## src/rtl/ram_arbiter.sv

```systemverilog
// ram_arbiter: schedules the single RAM port among per-CPU icache/dcache requesters.
// Data wins over instruction, round-robin among CPUs, with an instruction anti-starvation count.
module ram_arbiter #(
    parameter int CPUS         = 2,
    parameter int BURST        = 2,
    parameter int STARVE_LIMIT = 4
) (
    input  logic                 CLK,
    input  logic                 nRST,
    input  logic [CPUS-1:0]      iREN,
    input  logic [CPUS*32-1:0]   iaddr,
    input  logic [CPUS-1:0]      dREN,
    input  logic [CPUS-1:0]      dWEN,
    input  logic [CPUS*32-1:0]   daddr,
    input  logic [CPUS*32-1:0]   dstore,
    output logic [CPUS-1:0]      iwait,
    output logic [CPUS-1:0]      dwait,
    output logic [CPUS*32-1:0]   iload,
    output logic [CPUS*32-1:0]   dload,
    output logic                 ramREN,
    output logic                 ramWEN,
    output logic [31:0]          ramaddr,
    output logic [31:0]          ramstore,
    input  logic [1:0]           ramstate,
    input  logic [31:0]          ramload
);
    localparam int OW = CPUS > 1 ? $clog2(CPUS) : 1;
    localparam int BW = BURST > 1 ? $clog2(BURST) : 1;
    localparam int SW = $clog2(STARVE_LIMIT + 1);
    localparam logic [1:0] IDLE = 2'd0, IGRANT = 2'd1, DGRANT = 2'd2;
    localparam logic [1:0] ACCESS = 2'd2, ERROR = 2'd3;

    logic [1:0]    state_q, state_d;
    logic [OW-1:0] owner_q, owner_d, iptr_q, iptr_d, dptr_q, dptr_d, iwin, dwin;
    logic [BW-1:0] beat_q, beat_d;
    logic [SW-1:0] starve_q, starve_d;
    logic          wr_q, wr_d;
    logic [CPUS-1:0] dreq;
    logic          dgo, ig, dg, acc, ifirst;

    // Downward scan so the requester closest to ptr is the last (winning) assignment.
    function automatic logic [OW-1:0] rr_pick(input logic [CPUS-1:0] req, input logic [OW-1:0] ptr);
        rr_pick = ptr;
        for (int k = CPUS - 1; k >= 0; k--)
            if (req[(int'(ptr) + k) % CPUS]) rr_pick = OW'((int'(ptr) + k) % CPUS);
    endfunction

    function automatic logic [OW-1:0] inc(input logic [OW-1:0] v);
        inc = OW'((int'(v) + 1) % CPUS);
    endfunction

    assign dreq   = dREN | dWEN;
    assign iwin   = rr_pick(iREN, iptr_q);
    assign dwin   = rr_pick(dreq, dptr_q);
    assign ifirst = (|iREN) && (starve_q == SW'(STARVE_LIMIT) || !(|dreq));
    assign dgo    = wr_q ? dWEN[owner_q] : dREN[owner_q];
    assign acc    = ramstate == ACCESS;

    always_ff @(posedge CLK or negedge nRST) begin
        if (!nRST) begin
            state_q  <= IDLE;
            owner_q  <= '0;
            beat_q   <= '0;
            wr_q     <= 1'b0;
            iptr_q   <= '0;
            dptr_q   <= '0;
            starve_q <= '0;
        end else begin
            state_q  <= state_d;
            owner_q  <= owner_d;
            beat_q   <= beat_d;
            wr_q     <= wr_d;
            iptr_q   <= iptr_d;
            dptr_q   <= dptr_d;
            starve_q <= starve_d;
        end
    end

    always_comb begin
        state_d  = state_q;
        owner_d  = owner_q;
        beat_d   = beat_q;
        wr_d     = wr_q;
        iptr_d   = iptr_q;
        dptr_d   = dptr_q;
        starve_d = starve_q;
        case (state_q)
            IDLE: begin
                if (ifirst) begin
                    state_d  = IGRANT;
                    owner_d  = iwin;
                    iptr_d   = inc(iwin);
                    starve_d = '0;
                end else if (|dreq) begin
                    state_d  = DGRANT;
                    owner_d  = dwin;
                    wr_d     = dWEN[dwin];
                    beat_d   = '0;
                    dptr_d   = inc(dwin);
                    starve_d = !(|iREN) ? '0 : starve_q == SW'(STARVE_LIMIT) ? starve_q : starve_q + SW'(1);
                end
            end
            IGRANT: state_d = (!iREN[owner_q] || acc || ramstate == ERROR) ? IDLE : IGRANT;
            DGRANT: begin
                if (!dgo || ramstate == ERROR) state_d = IDLE;
                else if (acc) begin
                    beat_d  = beat_q + BW'(1);
                    state_d = beat_q == BW'(BURST - 1) ? IDLE : DGRANT;
                end
            end
            default: state_d = IDLE;
        endcase
    end

    always_comb begin
        ig       = state_q == IGRANT && iREN[owner_q];
        dg       = state_q == DGRANT && dgo;
        ramREN   = ig | (dg & ~wr_q);
        ramWEN   = dg & wr_q;
        ramaddr  = ig ? iaddr[32*owner_q +: 32] : dg ? daddr[32*owner_q +: 32] : '0;
        ramstore = (dg & wr_q) ? dstore[32*owner_q +: 32] : '0;
        iwait    = ~((ig & acc) ? CPUS'(1) << owner_q : '0);
        dwait    = ~((dg & acc) ? CPUS'(1) << owner_q : '0);
        iload    = {CPUS{ramload}};
        dload    = {CPUS{ramload}};
    end
endmodule

```

## config.mk

```make
export PLATFORM = sky130hd
export DESIGN_NAME = ram_arbiter
export DESIGN_NICKNAME = d
export VERILOG_FILES = /design/src/rtl/ram_arbiter.sv
export SDC_FILE = /design/constraint.sdc
export NUM_CORES = 1
export LEC_CHECK = 0
export CAP_MARGIN = 5
export CORE_AREA = 10 10 161 163
export DETAILED_ROUTE_END_ITERATION = 10
export DIE_AREA = 0 0 171 173
export GPL_TIMING_DRIVEN = 0
export PLACE_DENSITY = 0.49
export SYNTH_ARGS = -nofsm -noshare
export SYNTH_HDL_FRONTEND = slang
export SYNTH_SLANG_ARGS = --single-unit
```

## constraint.sdc

```tcl
create_clock -name CLK -period 1.7 [get_ports CLK]
set_input_delay 0.255 -clock CLK [delete_from_list [all_inputs] [get_ports CLK]]
set_output_delay 0.255 -clock CLK [all_outputs]
set_load 0.02 [all_outputs]
```

[Word-level counts from Yosys, hierarchy flattened]
Index checks and enable logic that the tools add are counted.
Storage, ports and cells
  register bits: 10
  input bits: 234
  output and inout port bits: 198
Cells by class
  $add $sub $neg: 6
  order comparisons: 6
  equality and inequality tests: 12
  shifts and indexed selects: 4
  mux-type cells: 46
  bitwise operators: 12
  reduce and logical (&&, ||, !) cells: 21
Operators by type and width (number)
  indexed part select 64 x 7 -> 32 bit: 3
  2-to-1 mux 32 bit: 3
  2-to-1 mux 1 bit: 30
  2-to-1 mux 2 bit: 7
  2-to-1 mux 3 bit: 4
  != test 3 bit, second input constant: 3
  < comparator 1 x 2 -> 1 bit, second input constant: 4
  != test 2 bit, second input constant: 4
  equality test 2 bit, second input constant: 3
  < comparator 2 x 3 -> 1 bit, second input constant: 2
  one-hot mux 2 bit (3 select lines): 1
  AND reduction 2 bit: 3
  AND reduction 3 bit: 2
  adder 1 bit, second input constant: 5
  AND reduction 5 bit: 1
  bitwise AND 1 bit: 4
  logical OR 1 bit: 4
  NOT 2 bit: 2
  nonzero test 2 bit: 2
  OR reduction 2 bit: 2
  adder 3 x 1 -> 3 bit, second input constant: 1
  equality test 3 bit, second input constant: 1
  logical AND 1 bit: 3
  zero test 1 bit: 3
  8 further kinds: 10

[Depth between registers and ports, before layout]
Gate-level depths: netlist of run 1.
  depth after elaboration: 9
  depth in mapped cells: 6

[Least setup slack after synthesis of run 1]
No wires, ideal clock.
  path type: reg-to-output
  start point: reg state_q[0]
  end point: out ramaddr[10]
  arrival: 1680 ps
  required time: 1445 ps
  slack: -235 ps
  stages on the path, launching flop included: 5
  path buffers: 1
  cells stage by stage: dfrtp_1 -> or3b_2 -> a2bb2oi_2 -> clkbuf_1 -> o22ai_1
On the way
  cells in the longest elaborated chain, start to end: 4
RTL lines
  start: declaration: RTL line 33  | logic [1:0] state_q, state_d;
  start signal: assignment: RTL line 69  | state_q <= state_d;
  equality test 2 bit: RTL line 117  | dg = state_q == DGRANT && dgo;
  logical AND 1 bit: RTL line 117
  2-to-1 mux 32 bit: RTL line 120  | ramaddr = ig ? iaddr[32*owner_q +: 32] : dg ? daddr[32*owner_q +: 32] : '0;
  2-to-1 mux 32 bit (*): RTL line 120
  end: declaration: RTL line 22  | output logic [31:0] ramaddr,
Every way passes the cells marked *; elsewhere a longest branch is shown, timed or not.

[Worst setup path in the final report of run 1]
  start point: reg owner_q
  end point: out ramaddr[14]
On the way
  cells in the longest elaborated chain, start to end: 6
RTL lines
  start: declaration: RTL line 34  | logic [OW-1:0] owner_q, owner_d, iptr_q, iptr_d, dptr_q, dptr_d, iwin, dwin;
  start signal: assignment: RTL line 70  | owner_q <= owner_d;
  branches (longest 5 deep; another with indexed part select 64 x 7 -> 32 bit)
  2-to-1 mux 32 bit (*): RTL line 120
Mark *: on every way between the ends. The select of a mux whose other input is x is not followed.

==> impl_metrics.env, run 1 <==
export IMPL_outcome="finished with violations"
export IMPL_violations="negative setup slack"
export IMPL_yosysTopAreaCell="mux2i_1"
export IMPL_syn_area_mm2=0.003044
export IMPL_final_hold_violation_count=0
export IMPL_core_area_mm2=0.02257
export IMPL_synth_main_ff_cell="dfrtp_1"
export IMPL_grt_pass1_wl_um=31700
export IMPL_dp_hpwl_um=19210
export IMPL_wl_per_cell_um=20.29
export IMPL_detailed_place_area_mm2=0.007943
export IMPL_area_delta_synth_final_pct=204.2
export IMPL_rr_startpoint="owner_q"
export IMPL_synth_cell_types=40
export IMPL_crit_arrival_ns=1.92
export IMPL_insertion_delay_ns=0.24
export IMPL_dieArea_mm2=0.02958
export IMPL_drv_slew=0
export IMPL_grt_pass1_vias=4471
export IMPL_synth_commonest_cells="buf_4, mux2i_1, nor2_1"
export IMPL_startpoint="owner_q"
export IMPL_overflow=0
export IMPL_synth_avg_cell_area_um2=7.846
export IMPL_layout_nets=1077
export IMPL_critPathCapture="ramaddr[14]"
export IMPL_slew_headroom=0.6718
export IMPL_setup_ws_ns=-0.4771
export IMPL_numCtsBuffers=3
export IMPL_end_kind="primary output"
export IMPL_die_x_um=171
export IMPL_start_util=0.1349
export IMPL_design_area_mm2=0.009259
export IMPL_synth_edf_count=0
export IMPL_period_needed_ns=2.177
export IMPL_synth_nets=624
export IMPL_vias=4344
export IMPL_drtAntennaViolNets=0
export IMPL_cts_htree_levels=1
export IMPL_synthTopCellsByArea="mux2i_1, buf_4, dfrtp_1"
export IMPL_netlist_instances=388
export IMPL_fin_tns_setup_ns=-23.15
export IMPL_fmax_ghz=0.4593
export IMPL_crit_type="flip-flop to primary output"
export IMPL_min_period_over_period=1.281
export IMPL_p_per_area_mw_per_mm2=1056
export IMPL_worstRegToRegCells=7
export IMPL_io_pins=432
export IMPL_totalWireLength_um=22820
export IMPL_die_h_um=173
export IMPL_synth_most_common_cell="buf_4"
export IMPL_max_cap_violations=0
export IMPL_synth_seq_cells=10
export IMPL_clk_pin_slew_ns=0.04
export IMPL_placed_cells=1072
export IMPL_clk_path_buf_depth=2
export IMPL_cp_max_fo=7
export IMPL_worstMarginPinSlew_ns=0.4908
export IMPL_fillers=2200
export IMPL_vias_per_cell=3.861
export IMPL_port_buffers=399
export IMPL_grt_usage=0.1418
export IMPL_rows=55
export IMPL_async_flop_share=1.000
export IMPL_synth_top_cell_area_share=0.3189
export IMPL_place_congestion=0.7456
export IMPL_leakage_uw=0.004019
export IMPL_diodes=0
export IMPL_cts_sinks=10
export IMPL_irDropWorstVdd_v=0.0003961
export IMPL_antenna_found_initial=0
export IMPL_worst_hold_slack_ns=0.3542
export IMPL_drive_above_1_share=0.4452
export IMPL_setup_viol=70
export IMPL_hp_class="input pin to async pin"
export IMPL_cp_required_ns=1.44
export IMPL_grt_start_max_net_pins=11
export IMPL_root_buffer="clkbuf_16"
export IMPL_yosys_warnings=0
export IMPL_drt_iter0_markers=110
export IMPL_cp_start_kind="flip-flop"
export IMPL_r2r_setup_slack_ns=0.02
export IMPL_rr_endpoint="beat_q"
export IMPL_cts_tree="done"
export IMPL_drc=0
export IMPL_fin_skew_ns=0.002894
export IMPL_ys_seq_area_frac=0.08220
export IMPL_fin_util=0.4102
export IMPL_first_pass_iters=4
export IMPL_grt_setup_unrepaired="true"
export IMPL_final_cells=1125
[sequential cells by signal (all words and copies together) (netlist names)]
| name | flops |
|---|---|
| beat_q | 1 |
| dptr_q | 1 |
| iptr_q | 1 |
| owner_q | 1 |
| starve_q | 3 |
| state_q | 2 |
| wr_q | 1 |
[report_power, final]
part	leakage, uW	internal (uW)	switching (uW)
Sequential	0.000123	342	99.1
Clock	0.0000442	354	110
Combinational	0.00385	4860	4020
Total	0.00402	5550	4230
[cell families (layout without fill, tap and decap cells)]
family / Yosys count / count (layout) / share of synthesized area
multiplexers: 100 / 100 / 0.3300
AO/OA/AOI/OAI: 59 / 59 / 0.1352
adder cells (fa/ha/maj): 2 / 2 / 0.008219
AND/OR/NAND/NOR: 60 / 60 / 0.08919
flip-flops: 10 / 10 / 0.08220
buffers and inverters: 157 / 609 / 0.3551
[repair_timing]
| item | CTS | global route |
|---|---|---|
| endpoints found under the setup margin | 80 | 74 |
| gates cloned | 8 | 3 |
| hold buffers | 0 | 0 |
| pin swaps | 8 | 21 |
| gates resized for setup | 527 | 75 |
| buffers inserted | 35 | 14 |
[cell usage in the layout (no fill, tap or decap), drive strengths merged, types with 2 or more instances in the layout]
| master | count |
|---|---|
| clkdlybuf4s50 | 323 |
| buf | 258 |
| mux2i | 97 |
| nor2 | 37 |
| o22ai | 34 |
| clkbuf | 14 |
| dfrtp | 10 |
| inv | 8 |
| nand2 | 7 |
| o21ai | 6 |
| dlygate4sd2 | 5 |
| or3 | 4 |
| nand2b | 3 |
| mux2 | 3 |
| nand3b | 2 |
| a21oi | 2 |
| a31oi | 2 |
| ha | 2 |
| a2bb2oi | 2 |
| a21o | 2 |
[layout make-up]
cell class              count  area [um^2]  share of cell area
clock buffers               4        88.84            0.009595
repair buffers            451         4708              0.5085
multi-input cells         221         2535              0.2738
well taps                 285        356.6             0.03851
flip-flops and latches     10        251.5             0.02716
plain buffers             146         1289              0.1392
inverters                   8        30.03            0.003243
[layer usage]
layer  vias up  GRT usage  routed length (um)
li1       2154          -                   -
met3        17    0.05807                2517
met4         0    0.01776                 267
met2       210     0.2710               12120
met1      1963     0.1417                7918
met5         -          0                   0
[worst min-delay path by stage]
stage | startpoint | to | slack, ns | cells past startpoint
3_5_place_dp | iptr_q | iptr_q | 0.49 | 1
3_3_place_gp | wr_q | wr_q | 0.49 | 1
6_report | nRST | iptr_q | 0.35 | 1
2_1_floorplan | nRST | beat_q | -0.04 | 0
5_1_grt | nRST | iptr_q | 0.38 | 1
4_1_cts | nRST | iptr_q | 0.37 | 1
[through the flow]
| stage | setup slack [ns] | power [uW] |
|---|---|---|
| 6_report | -0.4771 | 9781 |
| 5_1_grt | -0.5282 | 10310 |
| 4_1_cts | -0.5167 | 9346 |
| 3_5_place_dp | -1.450 | 7234 |
| 3_3_place_gp | -1.399 | 7226 |
| 2_1_floorplan | -0.06178 | 4697 |
[worst max-delay path, stage by stage, from the launching register on]
cell	delay [ns]
dfrtp_2	0.44
buf_12	0.14
mux2i_4	0.20
a2bb2oi_4	0.20
buf_12	0.16
clkbuf_16	0.17
o22ai_4	0.21
buf_6	0.15
Note: power is estimated with default switching activity, not from simulation.
==> inputs of run 2 (changes only) <==
--- a/config.mk
+++ b/config.mk
@@ -11,6 +11,7 @@
 export DIE_AREA = 0 0 171 173
 export GPL_TIMING_DRIVEN = 0
 export PLACE_DENSITY = 0.49
+export SLEW_MARGIN = 20
 export SYNTH_ARGS = -nofsm -noshare
 export SYNTH_HDL_FRONTEND = slang
 export SYNTH_SLANG_ARGS = --single-unit
==> results of run 2 <==
The final DEF is identical to that of run 1; final timing and power are the same.
